### src/rtl/refill_arbiter.sv
// refill_arbiter
//   Shares one external memory transaction port between N_REQ cache
//   requesters. An idle port grants by round-robin, or by lowest index when
//   FIXED_PRIO=1. The winner's write/addr/len are latched and presented
//   downstream. The owner keeps the port until its final data beat, then gets
//   a one-cycle completion pulse. Beat-count mismatches are flagged.
//
// Ports
//   clk, rst          core clock, synchronous active-high reset
//   req_valid/write   per-requester request and direction (1 = write-back)
//   req_addr/len      packed per-requester start address / burst length
//   req_ready         one-cycle accept pulse to the owner (handshake cycle)
//   req_done          one-cycle completion pulse to the owner
//   bus_valid/ready   downstream transaction handshake
//   bus_write/addr/len/id  latched transaction fields and owner index
//   bus_beat/last     downstream data beat and final-beat qualifier
//   busy              port is owned or finishing
//   protocol_err      one-cycle pulse on a beat-count mismatch
module refill_arbiter #(
  parameter int N_REQ      = 2,
  parameter int ADDR_WIDTH = 32,
  parameter int LEN_WIDTH  = 8,
  parameter int FIXED_PRIO = 0
) (
  input  logic                            clk,
  input  logic                            rst,
  input  logic [N_REQ-1:0]                req_valid,
  input  logic [N_REQ-1:0]                req_write,
  input  logic [N_REQ*ADDR_WIDTH-1:0]     req_addr,
  input  logic [N_REQ*LEN_WIDTH-1:0]      req_len,
  output logic [N_REQ-1:0]                req_ready,
  output logic [N_REQ-1:0]                req_done,
  output logic                            bus_valid,
  input  logic                            bus_ready,
  output logic                            bus_write,
  output logic [ADDR_WIDTH-1:0]           bus_addr,
  output logic [LEN_WIDTH-1:0]            bus_len,
  output logic [1:0]                      bus_id,
  input  logic                            bus_beat,
  input  logic                            bus_last,
  output logic                            busy,
  output logic                            protocol_err
);

  typedef enum logic [1:0] {
    IDLE  = 2'd0,
    ISSUE = 2'd1,
    BUSY  = 2'd2,
    DONE  = 2'd3
  } state_t;

  state_t                state;
  logic [1:0]            last_grant;
  logic [LEN_WIDTH-1:0]  beat_cnt;

  logic                  any_req;
  logic                  found;
  logic [1:0]            winner;
  logic                  sel_write;
  logic [ADDR_WIDTH-1:0] sel_addr;
  logic [LEN_WIDTH-1:0]  sel_len;
  logic                  handshake;
  logic                  at_len;

  // Winner selection. Round-robin scans upward starting one past the last
  // owner so the previous owner is considered last.
  always_comb begin
    any_req = |req_valid;
    found   = 1'b0;
    winner  = '0;
    if (FIXED_PRIO != 0) begin
      for (int i = N_REQ - 1; i >= 0; i--) begin
        if (req_valid[i]) winner = 2'(i);
      end
    end else begin
      for (int k = 1; k <= N_REQ; k++) begin
        for (int i = 0; i < N_REQ; i++) begin
          if (!found && req_valid[i] && (i == (int'(last_grant) + k) % N_REQ)) begin
            winner = 2'(i);
            found  = 1'b1;
          end
        end
      end
    end

    sel_write = 1'b0;
    sel_addr  = '0;
    sel_len   = '0;
    for (int i = 0; i < N_REQ; i++) begin
      if (winner == 2'(i)) begin
        sel_write = req_write[i];
        sel_addr  = req_addr[i*ADDR_WIDTH +: ADDR_WIDTH];
        sel_len   = req_len[i*LEN_WIDTH +: LEN_WIDTH];
      end
    end
  end

  assign handshake = bus_valid && bus_ready;
  assign busy      = (state != IDLE);

  // beat_cnt counts beats already seen, so the final beat must arrive while
  // beat_cnt equals bus_len.
  assign at_len       = (beat_cnt == bus_len);
  assign protocol_err = (state == BUSY) && bus_beat && (bus_last ? !at_len : at_len);

  // Accept pulse is combinational so the owner sees it in the handshake cycle.
  always_comb begin
    req_ready = '0;
    for (int i = 0; i < N_REQ; i++) begin
      req_ready[i] = handshake && (bus_id == 2'(i));
    end
  end

  always_ff @(posedge clk) begin
    if (rst) begin
      state      <= IDLE;
      bus_valid  <= 1'b0;
      req_done   <= '0;
      bus_write  <= 1'b0;
      bus_addr   <= '0;
      bus_len    <= '0;
      bus_id     <= '0;
      last_grant <= 2'(N_REQ - 1);
      beat_cnt   <= '0;
    end else begin
      req_done <= '0;
      case (state)
        IDLE: begin
          if (any_req) begin
            bus_write <= sel_write;
            bus_addr  <= sel_addr;
            bus_len   <= sel_len;
            bus_id    <= winner;
            bus_valid <= 1'b1;
            state     <= ISSUE;
          end
        end
        ISSUE: begin
          if (bus_ready) begin
            bus_valid <= 1'b0;
            beat_cnt  <= '0;
            state     <= BUSY;
          end
        end
        BUSY: begin
          if (bus_beat) begin
            if (beat_cnt != {LEN_WIDTH{1'b1}}) beat_cnt <= beat_cnt + 1'b1;
            if (bus_last) begin
              for (int i = 0; i < N_REQ; i++) begin
                req_done[i] <= (bus_id == 2'(i));
              end
              state <= DONE;
            end
          end
        end
        DONE: begin
          if (FIXED_PRIO == 0) last_grant <= bus_id;
          state <= IDLE;
        end
        default: state <= IDLE;
      endcase
    end
  end

endmodule

### config.mk
export PLATFORM = sky130hd
export DESIGN_NAME = refill_arbiter
export DESIGN_NICKNAME = d
export VERILOG_FILES = /design/src/rtl/refill_arbiter.sv
export SDC_FILE = /design/constraint.sdc
export NUM_CORES = 1
export LEC_CHECK = 0
export ABC_AREA = 1
export ABC_CLOCK_PERIOD_IN_PS = 2800
export BUFFER_PORTS_ARGS = -buffer_cell sky130_fd_sc_hd__buf_2
export CORE_ASPECT_RATIO = 1.5
export CORE_UTILIZATION = 49
export CTS_CLUSTER_SIZE = 8
export DETAILED_ROUTE_END_ITERATION = 8
export PLACE_DENSITY_LB_ADDON = 0.05
export REMOVE_ABC_BUFFERS = 1
export SETUP_SLACK_MARGIN = 0.1
export SLEW_MARGIN = 20
export SYNTH_ARGS = -nofsm -noshare
export SYNTH_HDL_FRONTEND = slang
export SYNTH_SLANG_ARGS = --single-unit
### constraint.sdc
create_clock -name clk -period 2.8 [get_ports clk]
set_input_delay 0.7 -clock clk [delete_from_list [all_inputs] [get_ports clk]]
set_output_delay 0.7 -clock clk [all_outputs]
set_load 0.01 [all_outputs]
==> key figures <==
Status
  • Outcome: complete, no violations

Timing
  • Worst clock skew: 5.39 ps
  • Min Tclk post-route: 2270 ps
  • Final worst-path cycle share: 81.2%
  • Number of hold violations in the final report: 0
  • RSZ-0062 raised after global routing: no
  • Tightest Pin Transition: 703 ps
  • Number of setup violations in the final report: 0
  • Final number of max-transition violations: 0
  • Worst rel slew slack: 53.1%
  • Fmax achieved: 0.440 GHz

Floorplanning
  • Die extent in y: 93.5 um
  • Core Box Area: 5410 um2
  • Effective utilization at floorplan: 50.5%
  • I/O pin cnt: 139
  • Width of the die: 63.0 um
  • Total Die Area: 5890 um2
  • Std cell rows: 33

Job
  • Number of max-cap violations: 0

Clocking
  • Clock sink total: 56
  • Bufs on Longest Clock Path: 2
  • CTS hold repair buffers: 0
  • TritonCTS clock tree: done
  • Clock-pin slew of the registers on the worst-case setup and hold paths: 90 ps
  • Deepest level of the CTS H-tree: 2
  • Resize count post-CTS: 0
  • Worst-skew pair later-pin latency: 290 ps
  • Number of buffers created by CTS: 5
  • Post-CTS Setup Inserts: 0
  • Library cell used as clock root buffer: sky130_fd_sc_hd__clkbuf_8

Global route
  • Vias in the first global route: 2711
  • Antenna violations before repair: 0
  • Total global routing overflow: 0
  • Global-route wire length before repair: 11.2 mm
  • GRT Overall Usage: 23.5%
  • Largest net degree at the start of global routing: 43

Synthesis
  • Sequential cell area fraction in the yosys report: 41.0%
  • Unique masters post-synth: 32
  • Synthesized flop and latch total: 56
  • Warning count from the yosys run: 0
  • Post-synthesis instance area: 2730 um2
  • Number of standard cells after synthesis: 385
  • EDFF count, synth: 0
  • Avg Inst Size Synth: 7.10 um2
  • Async set-or-reset flop fraction in the synthesized netlist: 0%
  • Main flop type after synthesis: sky130_fd_sc_hd__dfxtp_1

Drt
  • Per-cell routed wire length: 11.8 um
  • DRT iter0 DRCs: 100
  • Total wire length after detailed routing: 6.84 mm
  • Antenna violation net count after detailed routing: 0
  • First-pass DRT Iterations: 4
  • Total via count after detailed routing: 2962
  • Number of remaining DRC errors: 0
  • Vias per std cell: 5.10

Final layout
  • Number of inserted diodes: 0
  • Most frequent cells in the layout: sky130_fd_sc_hd__buf_2, sky130_fd_sc_hd__nand2_1, sky130_fd_sc_hd__dfxtp_1, sky130_fd_sc_hd__o21ai_0, sky130_fd_sc_hd__a31oi_1
  • Most common cell after layout, fill and taps aside: sky130_fd_sc_hd__buf_2
  • Synth-to-Final Area Change: 29.7%
  • Share of final-layout standard cells stronger than drive strength 1: 31.9%
  • NumNets Final: 606
  • Share of the core filled with cells in the final layout: 65.6%
  • Filler cells: 544
  • Total non-filler cell area in the finished layout: 3550 um2

Place
  • Cell area reported after detailed placement: 3450 um2
  • Global placer's final weighted congestion: 0.821
  • Port Buffers: 137
  • Half-perimeter wire length of the detailed placement result: 5.02 mm

Setup path
  • Buffers and inverters on the worst path: 2
  • Max stage delay cell, worst path: sky130_fd_sc_hd__dfxtp_1
  • Setup slack of the worst register-to-register path: 1140 ps
  • Kind of end point of the critical path: primary output
  • Data arrival time of the critical path: 1570 ps
  • Cell-by-cell trace of the critical path: inv_1 -> nand2_1 -> nand4_1 -> nor2_1 -> a21oi_1 -> nor2_1 -> buf_2
  • Crit path depth: 7
  • Top Family by Delay on Critical Path: simple AND/OR/NAND/NOR gates
  • Critical path class: reg -> out
  • Critical path required time: 2100 ps
  • Stage delay of the slowest cell on the critical path: 430 ps
  • Cell seen most often among critical-path stages: sky130_fd_sc_hd__nor2_1
  • Cell depth of the worst flop-to-flop path: 7
  • Reg-to-Reg End: bus_len[3]
  • Largest fanout of any net on the critical path: 6
  • Critical path startpoint category: flop
  • Worst reg2reg startpoint: state[0]

Min path
  • Number of instances on the worst hold path: 2
  • Hold Path Sink: last_grant[0]
  • Path category of the worst min-delay check: reg -> reg
  • Critical hold path startpoint: last_grant[0]

Power and ir drop
  • Leakage component of the power: 1.74 nW
  • Power Density: 885 nW/um2
  • Max IR drop VDD: 476 uV
-- routing by layer --
metal  vias to the layer above  global-route usage (%)  part of all wire (%)
met1                      1335                    23.3                    39
met2                        88                    45.6                    53
met3                        18                    5.12                   5.1
met5                         -                       0                     0
met4                         0                    9.88                   2.6
li1                       1521                       -                     -
-- metrics by stage --
step                cells  setup WS, ps  TNS [ps]  power [mW]  hold WS (ps)
floorplan             362         -12.4      -506        2.11           441
global placement      574           416         0        2.68           469
detailed placement    574           364         0        2.71           463
CTS                   581           497         0        3.18           477
global route          581           343         0        3.41           540
finish                581           528         0        3.14           473
-- Yosys cell counts (2+ instances only) --
| master | n | area share [%] |
|---|---|---|
| sky130_fd_sc_hd__a21oi_1 | 8 | 1.5 |
| sky130_fd_sc_hd__a31oi_1 | 41 | 9.4 |
| sky130_fd_sc_hd__buf_2 | 14 | 2.6 |
| sky130_fd_sc_hd__buf_4 | 3 | 0.82 |
| sky130_fd_sc_hd__clkbuf_1 | 4 | 0.55 |
| sky130_fd_sc_hd__dfxtp_1 | 56 | 41 |
| sky130_fd_sc_hd__ha_1 | 6 | 2.7 |
| sky130_fd_sc_hd__inv_1 | 24 | 3.3 |
| sky130_fd_sc_hd__inv_2 | 3 | 0.41 |
| sky130_fd_sc_hd__nand2_1 | 114 | 16 |
| sky130_fd_sc_hd__nand2_2 | 3 | 0.69 |
| sky130_fd_sc_hd__nand3_1 | 9 | 1.6 |
| sky130_fd_sc_hd__nor2_1 | 25 | 3.4 |
| sky130_fd_sc_hd__nor2_4 | 2 | 0.82 |
| sky130_fd_sc_hd__nor3_1 | 3 | 0.55 |
| sky130_fd_sc_hd__nor4_1 | 2 | 0.46 |
| sky130_fd_sc_hd__o21ai_0 | 41 | 7.5 |
| sky130_fd_sc_hd__o21ai_1 | 8 | 1.5 |
| sky130_fd_sc_hd__xnor2_1 | 5 | 1.6 |
| sky130_fd_sc_hd__xor2_1 | 2 | 0.64 |
-- state kept, by name, indices dropped and copies added (netlist names) --
signal / cells
beat_cnt: 8
bus_addr: 32
bus_id: 1
bus_len: 8
bus_valid: 1
bus_write: 1
last_grant: 1
req_done: 2
state: 2
-- how the worst max path moves through the flow --
stage                       startpoint           end  slack [ps]
after floorplan           req_valid[0]   bus_addr[0]         -10
after global placement    req_valid[0]     bus_id[0]         420
after detailed placement  req_valid[0]     bus_id[0]         360
after CTS                  beat_cnt[2]  protocol_err         500
after global routing       beat_cnt[2]  protocol_err         340
final                      beat_cnt[2]  protocol_err         530
-- cell type report --
| type | instances | area [um2] | area share (%) |
|---|---|---|---|
| Tap cell | 70 | 87.6 | 2.47 |
| Sequential cell | 56 | 1120 | 31.6 |
| Inverter | 29 | 111 | 3.14 |
| Timing Repair Buffer | 142 | 748 | 21.1 |
| Multi-Input combinational cell | 277 | 1380 | 39.0 |
| Clock buffer | 7 | 96.3 | 2.72 |
-- kinds of logic after synthesis --
family	after synthesis	share of synthesized area, %
buf+inv	52	8.70
simple gates	162	24.5
flops	56	41.0
fa+ha+maj	6	2.75
xor+xnor	7	2.24
other cells	1	0.137
compound gates	101	20.7
-- report_power, final --
group          internal, mW  switching [mW]
Sequential             1.07           0.163
Combinational         0.583           0.859
Clock                 0.221           0.244
Total                  1.87            1.27
-- worst reg2reg max path: stages (launching register included) --
cell and delay, ps:
sky130_fd_sc_hd__dfxtp_1 350, sky130_fd_sc_hd__inv_1 110, sky130_fd_sc_hd__ha_1 210, sky130_fd_sc_hd__inv_2 60, sky130_fd_sc_hd__a21oi_4 360, sky130_fd_sc_hd__buf_12 240
sky130_fd_sc_hd__o21ai_0 110, sky130_fd_sc_hd__a31oi_1 150
(Power assumes the default switching activity.)
